==> src/rtl/mul_issue_ctrl_if.sv <==
// Execute-stage, consumer and multiplier-side signals of the multiply issue controller.
// slave is the controller's view; master is the surrounding environment's view.
interface mul_issue_ctrl_if;
    logic        in_valid_i;
    logic        in_ready_o;
    logic [1:0]  in_op_i;
    logic        in_w_i;
    logic [63:0] in_a_i;
    logic [63:0] in_b_i;
    logic        kill_i;
    logic        out_valid_o;
    logic        out_ready_i;
    logic [63:0] out_data_o;
    logic        mul_req_valid_o;
    logic        mul_block_o;
    logic [63:0] mul_op_1_o;
    logic [63:0] mul_op_2_o;
    logic        mul_sign_1_o;
    logic        mul_sign_2_o;
    logic        mul_ready_i;
    logic        mul_valid_i;
    logic [63:0] mul_res_l_i;
    logic [63:0] mul_res_h_i;

    modport slave (
        input  in_valid_i, in_op_i, in_w_i, in_a_i, in_b_i, kill_i, out_ready_i,
               mul_ready_i, mul_valid_i, mul_res_l_i, mul_res_h_i,
        output in_ready_o, out_valid_o, out_data_o, mul_req_valid_o, mul_block_o,
               mul_op_1_o, mul_op_2_o, mul_sign_1_o, mul_sign_2_o
    );

    modport master (
        output in_valid_i, in_op_i, in_w_i, in_a_i, in_b_i, kill_i, out_ready_i,
               mul_ready_i, mul_valid_i, mul_res_l_i, mul_res_h_i,
        input  in_ready_o, out_valid_o, out_data_o, mul_req_valid_o, mul_block_o,
               mul_op_1_o, mul_op_2_o, mul_sign_1_o, mul_sign_2_o
    );
endinterface

==> src/rtl/mul_issue_ctrl.sv <==
// Issue/latency/result controller in front of the fixed-latency Booth/CSA multiplier.
// Define MUL_W_EN to enable MULW (32-bit word multiply with sign-extended result).
module mul_issue_ctrl #(
    parameter int LAT   = 9,
    parameter int CNT_W = 4
) (
    input logic             clk,
    input logic             rst,
    mul_issue_ctrl_if.slave bus
);

    typedef enum logic [1:0] {IDLE, ISSUE, WAIT, HOLD} state_t;

    localparam logic [CNT_W-1:0] LAT_C = CNT_W'(LAT);

    state_t             state;
    logic [CNT_W-1:0]   cnt;
    logic [1:0]         op_q;
    logic               w_q;
    logic signed [63:0] op_1_q;
    logic signed [63:0] op_2_q;
    logic               sign_1_q;
    logic               sign_2_q;
    logic               req_q;
    logic               out_valid_q;
    logic [63:0]        out_data_q;
    logic               err;

    logic               take;
    logic               w_sel;
    logic               unused_ok;
    logic signed [63:0] op_1_d;
    logic signed [63:0] op_2_d;
    logic               sign_1_d;
    logic               sign_2_d;

    function automatic logic signed [63:0] sext32(input logic [31:0] v);
        logic signed [31:0] s;
        logic signed [63:0] r;
        s = signed'(v);
        r = s;
        return r;
    endfunction

    // MUL returns the low half (or the sign-extended low word for MULW); the rest the high half.
    function automatic logic [63:0] select_result(input logic [1:0] op, input logic w,
                                                  input logic [63:0] res_l,
                                                  input logic [63:0] res_h);
        if (op != 2'd0) return res_h;
        return w ? sext32(res_l[31:0]) : res_l;
    endfunction

`ifdef MUL_W_EN
    assign w_sel     = bus.in_w_i & (bus.in_op_i == 2'd0);
    assign unused_ok = err;
`else
    assign w_sel     = 1'b0;
    assign unused_ok = err ^ bus.in_w_i;
`endif

    assign take = bus.in_valid_i & bus.mul_ready_i & ~bus.kill_i;

    always_comb begin
        op_1_d   = w_sel ? sext32(bus.in_a_i[31:0]) : signed'(bus.in_a_i);
        op_2_d   = w_sel ? sext32(bus.in_b_i[31:0]) : signed'(bus.in_b_i);
        sign_1_d = 1'b0;
        sign_2_d = 1'b0;
        case (bus.in_op_i)
            2'd0:    begin sign_1_d = w_sel; sign_2_d = w_sel; end
            2'd1:    begin sign_1_d = 1'b1;  sign_2_d = 1'b1;  end
            2'd2:    begin sign_1_d = 1'b1;  sign_2_d = 1'b0;  end
            default: begin sign_1_d = 1'b0;  sign_2_d = 1'b0;  end
        endcase
    end

    always_ff @(posedge clk or posedge rst) begin
        if (rst) begin
            state       <= IDLE;
            cnt         <= '0;
            op_q        <= 2'd0;
            w_q         <= 1'b0;
            op_1_q      <= '0;
            op_2_q      <= '0;
            sign_1_q    <= 1'b0;
            sign_2_q    <= 1'b0;
            req_q       <= 1'b0;
            out_valid_q <= 1'b0;
            out_data_q  <= '0;
            err         <= 1'b0;
        end else begin
            case (state)
                IDLE: begin
                    if (take) begin
                        op_q     <= bus.in_op_i;
                        w_q      <= w_sel;
                        op_1_q   <= op_1_d;
                        op_2_q   <= op_2_d;
                        sign_1_q <= sign_1_d;
                        sign_2_q <= sign_2_d;
                        req_q    <= 1'b1;
                        state    <= ISSUE;
                    end
                end
                ISSUE: begin
                    req_q <= 1'b0;
                    cnt   <= bus.kill_i ? '0 : CNT_W'(1);
                    state <= bus.kill_i ? IDLE : WAIT;
                end
                WAIT: begin
                    // Valid from the multiplier only counts on the cycle the latency expires.
                    if (bus.kill_i) begin
                        cnt   <= '0;
                        state <= IDLE;
                    end else if (cnt == LAT_C) begin
                        cnt <= '0;
                        if (bus.mul_valid_i) begin
                            out_data_q  <= select_result(op_q, w_q, bus.mul_res_l_i, bus.mul_res_h_i);
                            out_valid_q <= 1'b1;
                            state       <= HOLD;
                        end else begin
                            err   <= 1'b1;
                            state <= IDLE;
                        end
                    end else begin
                        cnt <= cnt + 1'b1;
                    end
                end
                HOLD: begin
                    if (bus.out_ready_i | bus.kill_i) begin
                        out_valid_q <= 1'b0;
                        state       <= IDLE;
                    end
                end
                default: state <= IDLE;
            endcase
        end
    end

    assign bus.in_ready_o      = (state == IDLE) & bus.mul_ready_i;
    assign bus.mul_block_o     = bus.kill_i & ((state == ISSUE) | (state == WAIT));
    assign bus.mul_req_valid_o = req_q;
    assign bus.mul_op_1_o      = op_1_q;
    assign bus.mul_op_2_o      = op_2_q;
    assign bus.mul_sign_1_o    = sign_1_q;
    assign bus.mul_sign_2_o    = sign_2_q;
    assign bus.out_valid_o     = out_valid_q;
    assign bus.out_data_o      = out_data_q;

endmodule

==> src/flat_wrapper.sv <==
// flat-port wrapper written by rule: the top's interface ports become plain ports
module mul_issue_ctrl_flat 
#(
    parameter int LAT   = 9,
    parameter int CNT_W = 4
)
  (clk, rst, bus_in_valid_i, bus_in_op_i, bus_in_w_i, bus_in_a_i, bus_in_b_i, bus_kill_i, bus_out_ready_i, bus_mul_ready_i, bus_mul_valid_i, bus_mul_res_l_i, bus_mul_res_h_i, bus_in_ready_o, bus_out_valid_o, bus_out_data_o, bus_mul_req_valid_o, bus_mul_block_o, bus_mul_op_1_o, bus_mul_op_2_o, bus_mul_sign_1_o, bus_mul_sign_2_o);
  mul_issue_ctrl_if bus_i ();
  input logic clk;
  input logic rst;
  input wire logic [$bits(bus_i.in_valid_i)-1:0] bus_in_valid_i;
  input wire logic [$bits(bus_i.in_op_i)-1:0] bus_in_op_i;
  input wire logic [$bits(bus_i.in_w_i)-1:0] bus_in_w_i;
  input wire logic [$bits(bus_i.in_a_i)-1:0] bus_in_a_i;
  input wire logic [$bits(bus_i.in_b_i)-1:0] bus_in_b_i;
  input wire logic [$bits(bus_i.kill_i)-1:0] bus_kill_i;
  input wire logic [$bits(bus_i.out_ready_i)-1:0] bus_out_ready_i;
  input wire logic [$bits(bus_i.mul_ready_i)-1:0] bus_mul_ready_i;
  input wire logic [$bits(bus_i.mul_valid_i)-1:0] bus_mul_valid_i;
  input wire logic [$bits(bus_i.mul_res_l_i)-1:0] bus_mul_res_l_i;
  input wire logic [$bits(bus_i.mul_res_h_i)-1:0] bus_mul_res_h_i;
  output wire logic [$bits(bus_i.in_ready_o)-1:0] bus_in_ready_o;
  output wire logic [$bits(bus_i.out_valid_o)-1:0] bus_out_valid_o;
  output wire logic [$bits(bus_i.out_data_o)-1:0] bus_out_data_o;
  output wire logic [$bits(bus_i.mul_req_valid_o)-1:0] bus_mul_req_valid_o;
  output wire logic [$bits(bus_i.mul_block_o)-1:0] bus_mul_block_o;
  output wire logic [$bits(bus_i.mul_op_1_o)-1:0] bus_mul_op_1_o;
  output wire logic [$bits(bus_i.mul_op_2_o)-1:0] bus_mul_op_2_o;
  output wire logic [$bits(bus_i.mul_sign_1_o)-1:0] bus_mul_sign_1_o;
  output wire logic [$bits(bus_i.mul_sign_2_o)-1:0] bus_mul_sign_2_o;
  assign bus_i.in_valid_i = bus_in_valid_i;
  assign bus_i.in_op_i = bus_in_op_i;
  assign bus_i.in_w_i = bus_in_w_i;
  assign bus_i.in_a_i = bus_in_a_i;
  assign bus_i.in_b_i = bus_in_b_i;
  assign bus_i.kill_i = bus_kill_i;
  assign bus_i.out_ready_i = bus_out_ready_i;
  assign bus_i.mul_ready_i = bus_mul_ready_i;
  assign bus_i.mul_valid_i = bus_mul_valid_i;
  assign bus_i.mul_res_l_i = bus_mul_res_l_i;
  assign bus_i.mul_res_h_i = bus_mul_res_h_i;
  assign bus_in_ready_o = bus_i.in_ready_o;
  assign bus_out_valid_o = bus_i.out_valid_o;
  assign bus_out_data_o = bus_i.out_data_o;
  assign bus_mul_req_valid_o = bus_i.mul_req_valid_o;
  assign bus_mul_block_o = bus_i.mul_block_o;
  assign bus_mul_op_1_o = bus_i.mul_op_1_o;
  assign bus_mul_op_2_o = bus_i.mul_op_2_o;
  assign bus_mul_sign_1_o = bus_i.mul_sign_1_o;
  assign bus_mul_sign_2_o = bus_i.mul_sign_2_o;
  mul_issue_ctrl #(.LAT(LAT), .CNT_W(CNT_W)) u_core (.clk(clk), .rst(rst), .bus(bus_i));
endmodule
==> config.mk <==
export PLATFORM = sky130hd
export DESIGN_NAME = mul_issue_ctrl_flat
export DESIGN_NICKNAME = d
export VERILOG_FILES = /design/src/rtl/mul_issue_ctrl_if.sv /design/src/rtl/mul_issue_ctrl.sv /design/src/flat_wrapper.sv
export SDC_FILE = /design/constraint.sdc
export NUM_CORES = 1
export LEC_CHECK = 0
export ABC_AREA = 0
export BUFFER_PORTS_ARGS = -buffer_cell sky130_fd_sc_hd__buf_2
export CORE_AREA = 2 2 181 183
export CTS_CLUSTER_DIAMETER = 30
export DETAILED_ROUTE_END_ITERATION = 8
export DIE_AREA = 0 0 183 185
export SYNTH_ARGS = -nofsm -noshare
export SYNTH_HDL_FRONTEND = slang
export SYNTH_SLANG_ARGS = --single-unit
==> constraint.sdc <==
create_clock -name clk -period 16.9 [get_ports clk]
set_input_delay 0 -clock clk [delete_from_list [all_inputs] [get_ports clk]]
set_output_delay 0 -clock clk [all_outputs]
set_load 0.1 [all_outputs]
After elaboration in Yosys (flattened, before gate mapping)
Cells that the tools add are included.
{"block": "word_totals", "ff_bits": 204, "out_inout_bits": 198, "input_bits": 266}
{"block": "op_classes", "n_reduce_logical": 11, "eq_ne": 12, "bitwise": 7, "n_mux": 27, "add_sub_neg": 1}
{"operator": "$mux 64", "n": 2}
{"operator": "$mux 1", "n": 13}
{"operator": "$mux 2", "n": 6}
{"operator": "$mux 4", "n": 2}
{"operator": "$pmux 2 s4", "n": 1}
{"operator": "$pmux 4 s2", "n": 1}
{"operator": "$reduce_bool 2->1", "n": 4}
{"operator": "$eq 2x2->1 const B", "n": 3}
{"operator": "$ne 2x1->1 const B", "n": 3}
{"operator": "$reduce_and 5->1", "n": 1}
{"operator": "$add 4x1->4 const B", "n": 1}
{"operator": "$and 1x1->1", "n": 4}
{"operator": "$eq 2x1->1 const B", "n": 2}
{"operator": "$eq 4x4->1 const B", "n": 1}
{"operator": "$ne 2x2->1 const B", "n": 2}
{"operator": "$pmux 1 s2", "n": 2}
{"operator": "$reduce_and 2->1", "n": 2}
{"operator": "$reduce_and 4->1", "n": 1}
{"operator": "$ne 3x2->1 const B", "n": 1}
{"operator": "$reduce_and 3->1", "n": 1}
{"operator": "$logic_not 2->1", "n": 1}
{"operator": "$or 1x1->1", "n": 2}
{"operator": "$reduce_or 2->1", "n": 1}
{"operator": "$not 1->1", "n": 1}

Logic depth before layout (Yosys ltp)
Gate-level depths: netlist (run 1).
{"block": "depth", "word_depth": 7, "depth_mapped": 8, "ltp_nobuf": 5}

Least setup slack after synthesis (run 1)
Ideal clock, no wire load.
{"block": "synth_timing", "path_kind": "reg2reg", "start": "register u_core.state[0]", "end": "register u_core.state[1]", "setup_time_ps": 125, "t_arrival_ps": 1648, "path_buffers": 1, "stages_incl_launch_ff": 7, "period_less_slack_ps": 1772, "slack_ps": 15128, "path_cell_list": "dfrtp_1 > inv_1 > ha_1 > nor2b_1 > clkbuf_1 > a221oi_2 > mux2_2"}
{"block": "synth_between", "elab_chain_cells": 3, "word_cells_on_any_way": 9, "cone_classes": "eq/ne: 6; mux: 1; reduce/logical: 2"}
{"item": "start: declaration", "line": "mul_issue_ctrl.sv:16", "source": "state_t state;"}
{"item": "start signal: assignment", "line": "mul_issue_ctrl.sv:107", "source": "state <= bus.kill_i ? IDLE : WAIT;"}
{"item": "$eq 2x2->1 or $logic_not 2->1 (tied branches)", "line": "mul_issue_ctrl.sv:91", "source": "case (state)"}
{"item": "$ne 3x2->1 (no source line) or $ne 2x1->1 (tied branches)"}
{"item": "$reduce_and 3->1 (no source line)"}
Several ways; a longest one is shown, not always the timed one.
A chain may end at the register's enable or synchronous reset.

Worst setup path after layout (run 1)
{"block": "layout_timing", "start": "register u_core.state[1]", "end": "register u_core.op_2_q[43], in the netlist u_core.bus.mul_op_2_o[43]"}
{"block": "layout_between", "elab_chain_cells": 2}
{"item": "$logic_not 2->1", "line": "mul_issue_ctrl.sv:91"}
{"item": "$reduce_and 2->1 (no source line)"}
{"item": "end signal: assignment", "line": "mul_issue_ctrl.sv:97", "source": "op_2_q <= op_2_d;"}
{"item": "end: declaration", "line": "mul_issue_ctrl.sv:21", "source": "logic signed [63:0] op_2_q;"}
No other way between the ends.

==> results of run 1 <==
[placed cells by master, fill, tap and decap left out, drive strengths merged, types with 2 or more instances in the layout]
master	count
ha	8
nand4b	2
o21ai	6
nand2	2
clkinvlp	6
a31oi	2
dlygate4sd3	267
buf	468
mux2i	2
nor2	2
and2	2
nand3	2
mux2	260
dfrtp	204
nand3b	3
clkinv	15
clkbuf	57
bufinv	11
nor2b	2
inv	10
a21oi	3
nand4	2
[kinds of logic (layout without fill, tap and decap cells)]
logic type	after synthesis	in the layout	share of synthesized area, %
other cells	0	1	0
flops	204	204	57.8
mux	262	262	35.4
simple gates	20	20	1.77
buf+inv	37	834	2.83
compound gates	15	15	1.08
fa+ha+maj	8	8	1.13
[Yosys cell counts (3+ instances only)]
cell | n | area [sq um]
dfrtp_1 | 204 | 5100
mux2_2 | 214 | 2410
buf_2 | 14 | 70.1
a21oi_1 | 3 | 15.0
ha_1 | 8 | 100
inv_1 | 9 | 33.8
buf_6 | 12 | 135
o21ai_0 | 6 | 30.0
mux2_4 | 46 | 691
[how the worst max path moves through the flow]
stage,startpoint,to,slack [ns],cells past startpoint
6_report,u_core.state[1],u_core.bus.mul_op_2_o[43],13.52,6
5_1_grt,u_core.state[1],u_core.bus.mul_op_2_o[43],13.20,6
4_1_cts,u_core.state[0],u_core.bus.mul_op_1_o[32],13.38,6
3_5_place_dp,u_core.state[0],u_core.bus.mul_op_1_o[32],13.38,6
3_3_place_gp,u_core.state[0],u_core.bus.mul_op_2_o[42],13.44,6
2_1_floorplan,rst,u_core.bus.mul_op_1_o[0],11.33,1
[stage by stage]
stage	instances	hold WS (ns)
global route	1752	0.0393
CTS	1751	0.00100
floorplan	546	0.149
finish	1752	0.0267
detailed placement	1394	0.130
global placement	1394	0.133
[final cells by class]
cell class	count	share of cell area (%)
repair buffers	735	31.5
well taps	408	3.19
flip-flops and latches	204	31.9
diodes	1	0.0157
inverters	9	0.258
clock buffers	57	8.44
clock inverters	33	2.90
multi-input cells	305	21.8
[report_power, final]
part	internal [uW]	total (uW)	switching (uW)
clock	733	1030	294
combinational	479	1950	1470
sequential	656	746	90.1
total	1870	3720	1860
[critical path: cells and delay by family (launching register included)]
kind | cells | cell delay, ns
buffers and inverters | 3 | 1.77
multiplexers | 1 | 0.43
flip-flops | 1 | 0.39
AND/OR/NAND/NOR | 1 | 0.39
adder cells (fa/ha/maj) | 1 | 0.24
[timing repair]
action | CTS | global route
hold endpoints to repair | 286 | 0
hold buffers | 267 | 0
gates resized for setup | 0 | 0
buffers inserted | 0 | 0
[metal layers]
layer / part of all wire (%) / wire length (microns)
met4: 3.8 / 1080
met1: 37 / 10400
met3: 7.9 / 2240
met2: 51 / 14500
met5: 0.057 / 16
[sequential cells by signal, indices dropped and copies added, names as in the netlist]
name                        count
u_core.bus.mul_req_valid_o      1
u_core.state                    2
u_core.bus.mul_op_2_o          64
u_core.bus.mul_op_1_o          64
u_core.bus.out_valid_o          1
u_core.bus.mul_sign_1_o         1
u_core.bus.mul_sign_2_o         1
u_core.bus.out_data_o          64
u_core.op_q                     2
u_core.cnt                      4
==> out/summary.txt, run 1 <==
Status: finished, final reports clean
Synth Cell Area: 8830 sq um
Reg2Reg Capture Point: u_core.bus.mul_op_2_o[43]
Final setup fails: 0
Tightest Pin Transition: 1.03 ns
Critical path type: reg -> reg
Tot GR Track Use: 15.8%
Total power: 3720 uW
Tmin final: 3.38 ns
Worst Hold Depth: 4
Number of top-level pins: 464
Main synth FF type: dfrtp_1
RSZ-0062 raised after global routing: false
Hold endpoint: u_core.state[1]
Sequential share of the synthesized area: 57.8%
HPWL Detailed: 17.2 mm
Grt met1 use: 16.1%
Worst Hold Class: in -> reg
Port buffer count: 462
Global routing's busiest layer: met2
Asr flop ratio synth: 100%
Max Clk Rate: 296 MHz
Site Rows: 66
First-pass GRT wire length: 42.4 mm
Worst EP arrival: 3.79 ns
# fillers: 2654
Setup TNS: 0 ns
Clk buf depth: 3
Leakage: 0.00819 uW
Vias: 7497
Worst r2r src: u_core.state[1]
Syn_area_per_cell: 16.2 sq um
Slack of the critical path: 13.52 ns
Total Die Area: 33900 sq um
Fin. max-slew vios: 0
Clock-pin transition on the worst setup and hold timing paths: 0.05 ns
Worst path max stage delay: 0.84 ns
Core area: 32000 sq um
Setup Skew: 0.0112 ns
Cells after synthesis: 546
Initial antenna violation count: 2
Worst IR drop on VDD: 0.000229 V
Vias in the first global route: 8317
Finished Cell Area: 16000 sq um
Met3 Resource Use GR: 5.05%
DR vias/cell: 4.28
Length of the first detailed-routing pass in iterations: 4
Post-synth EDFFs: 0
TritonCTS clock tree: built
Fin nets: 1579
Max-Cap Viols: 0
Final Core Density: 49.9%
Clock Latency Late Sink: 0.54 ns
Cts bufs inserted: 50
RePlAce Congestion: 0.716
CP dominant cell by count: buf_4
Worst hold path startpoint: bus_mul_ready_i
Worst path cell trace: inv_1 -> ha_1 -> nand4b_1 -> buf_4 -> buf_4 -> mux2_2
Routed WL per cell: 16.1 microns
Congestion Overflow GR: 0
Pin count of the biggest net entering global routing: 86
Met2 Track Usage GR: 29.0%
Max FO, Critical Path: 73
Initial core utilization: 27.5%
Area of the multi-input gates: 3480 sq um
Post-Syn Nets: 820
Critical path capture point type: flop
Area grow syn2layout: 81.0%
Layout cells sized above 1: 61.3%
Root Driver: clkbuf_16
Crit share post-route: 20.0%
Flop2flop setup slack: 13.52 ns
Reg area: 5100 sq um
Setup crit start kind: flop
Reg2Reg Depth: 6
Die width: 183 microns
Placed Area: 11500 sq um
Synth cell types: 30
Die H: 185 microns
Worst EP required: 17.31 ns
Total routed wirelength: 28.3 mm
Final ANT Viol Nets: 0
Slew headroom: 31.5%
Drt drc: 0
Flip-flop and latch count after synthesis: 204
DR iter-0 viols: 162
Final hold violation count: 0
Pwr Density: 233 nW/um^2
Slowest-stage cell, CP: buf_4
Yosys warns: 0
Sink Count: 204
Pre-CTS setup slack: 13.38 ns
CTS H-tree depth: 2
No activity file was read; power rests on OpenSTA's default activity.
==> run 2, diff against run 1 <==
clock period = 3.4 ns   (was 16.9 ns; I/O delays follow)
==> out/summary.txt, run 2 (same netlist as run 1, synthesis figures left out) <==
Status: finished, final reports clean
Setup bufs post-CTS: 0 (unchanged)
Total routed wirelength: 28.3 mm (+0.13%)
Cell Count, Final, Fillers Out: 1760 (+0.46%)
Commonest non-fill, non-tap cell in the layout: buf_2
Fin. max-slew vios: 0 (unchanged)
Drt drc: 0 (unchanged)
Final hold violation count: 0 (unchanged)
Resized Gates After CTS: 0 (unchanged)
Congestion Overflow GR: 0 (unchanged)
Cts bufs inserted: 51 (+2.0%)
Number of top-level pins: 464 (unchanged)
Die width: 183 microns (unchanged)
Sink Count: 204 (unchanged)
Antenna cells: 0 (-1)
Placed Area: 11600 sq um (+0.64%)
Tot GR Track Use: 16.0% (+0.21 points)
Slew headroom: 45.5% (+14 points)
Worst EP required: 3.81 ns (-13.50 ns)
Critical path type: reg -> reg
Layout cells sized above 1: 61.2% (about the same)
Total Die Area: 33900 sq um (unchanged)
Fin nets: 1584 (+0.32%)
Max Clk Rate: 386 MHz (+30%)
Worst Hold Class: in -> async
Initial core utilization: 27.5% (unchanged)
Setup TNS: 0 ns (unchanged)
Clk buf depth: 3 (unchanged)
Pin count of the biggest net entering global routing: 98 (+14%)
Tightest Pin Transition: 0.817 ns (-0.211 ns)
Initial antenna violation count: 1 (-1)
Port buffer count: 462 (unchanged)
Core area: 32000 sq um (unchanged)
First-pass GRT wire length: 42.9 mm (+1.2%)
Pwr Density: 1150 nW/um^2 (+390%)
DR vias/cell: 4.23 (-1.2%)
Max-Cap Viols: 0 (unchanged)
Leakage: 0.00820 uW (+0.20%)
Root Driver: clkbuf_16
Critical path capture point type: flop
Clock Latency Late Sink: 0.54 ns (about the same)
Die H: 185 microns (unchanged)
Tmin final: 2.59 ns (-0.786 ns)
Reg2Reg Depth: 5 (-1)
RSZ-0062 raised after global routing: false
Setup Skew: 0.0220 ns (+0.0108 ns)
Area grow syn2layout: 82.4%
TritonCTS clock tree: built
Most frequent cells in the layout: buf_2, dlygate4sd3_1, mux2_2
Clock-pin transition on the worst setup and hold timing paths: 0.05 ns (about the same)
CTS H-tree depth: 2 (unchanged)
Length of the first detailed-routing pass in iterations: 4 (unchanged)
Setup crit start kind: flop
Worst IR drop on VDD: 0.00104 V (+350%)
Max FO, Critical Path: 64 (-12%)
Placed cells: 1396 (+0.14%)
HPWL Detailed: 17.5 mm (+2.1%)
Site Rows: 66 (unchanged)
Final ANT Viol Nets: 0 (unchanged)
Final setup fails: 0 (unchanged)
RePlAce Congestion: 0.738 (+3.1%)
Finished Cell Area: 16100 sq um (+0.78%)
Vias: 7443 (-0.72%)
Vias in the first global route: 8292 (-0.30%)
Worst EP arrival: 3.00 ns (-0.79 ns)
Routed WL per cell: 16.1 microns (-0.32%)
DR iter-0 viols: 136 (-16%)
Crit share post-route: 76.2% (+56 points)
-- run 2: what timing repair did --
item | CTS | global route
hold buffers | 269 | 0
endpoints found under the hold margin | 226 | 0
setup endpoints to repair | 0 | 0
-- run 2: per-layer routing --
| metal | track usage (%) | part of all wire (%) | vias to the layer above |
|---|---|---|---|
| met3 | 5.88 | 9.0 | 55 |
| met2 | 29.1 | 51 | 340 |
| li1 | - | - | 3501 |
| met4 | 6.37 | 2.9 | 2 |
| met5 | 0 | 0.046 | - |
| met1 | 16.7 | 37 | 3545 |
-- run 2: per-stage QoR --
| stage | hold WS (ns) | worst slack [ns] | power [uW] | util (%) |
|---|---|---|---|---|
| detailed placement | 0.123 | 1.27 | 12800 | 36.1 |
| finish | 0.0951 | 0.810 | 18500 | 50.3 |
| floorplan | 0.149 | 0.756 | 11300 | - |
| global placement | 0.112 | 1.31 | 12700 | 36.1 |
| CTS | 0.0911 | 0.866 | 18600 | 50.3 |
| global route | 0.140 | 0.734 | 19200 | 50.3 |
-- run 2: path summary, 6_finish.rpt --
path | from | endpoint | slack [ns]
max | u_core.op_q[1] | u_core.bus.out_data_o[49] | 0.81
max in group asynchronous | rst | u_core.bus.mul_op_1_o[19] | 2.35
min in group clk | bus_in_b_i[4] | u_core.bus.mul_op_2_o[4] | 0.22
max reg2reg | u_core.op_q[1] | u_core.bus.out_data_o[49] | 0.81
min reg2reg | u_core.bus.out_data_o[55] | u_core.bus.out_data_o[55] | 0.50
min | rst | u_core.bus.out_data_o[54] | 0.1
-- run 2: cell type report --
class,count,area [sq um]
clock buffer,59,1360
clock inverter,36,489
fill,2664,15900
inverter,9,37.5
multi-input combinational,305,3480
sequential,204,5100
tap,408,510
timing repair buffer,739,5130
-- run 2: power by group --
part	switching [uW]	internal, uW	leakage [uW]
clock network	1520	3610	0.000866
logic	7310	2400	0.00475
registers	447	3260	0.00258
total	9280	9270	0.00820
-- run 2: critical path, stage by stage (launching register included) --
cell,delay (ns)
dfrtp_1,0.41
nor2_4,0.10
buf_4,0.61
mux2_2,0.42
dlygate4sd3_1,0.58
mux2_2,0.27
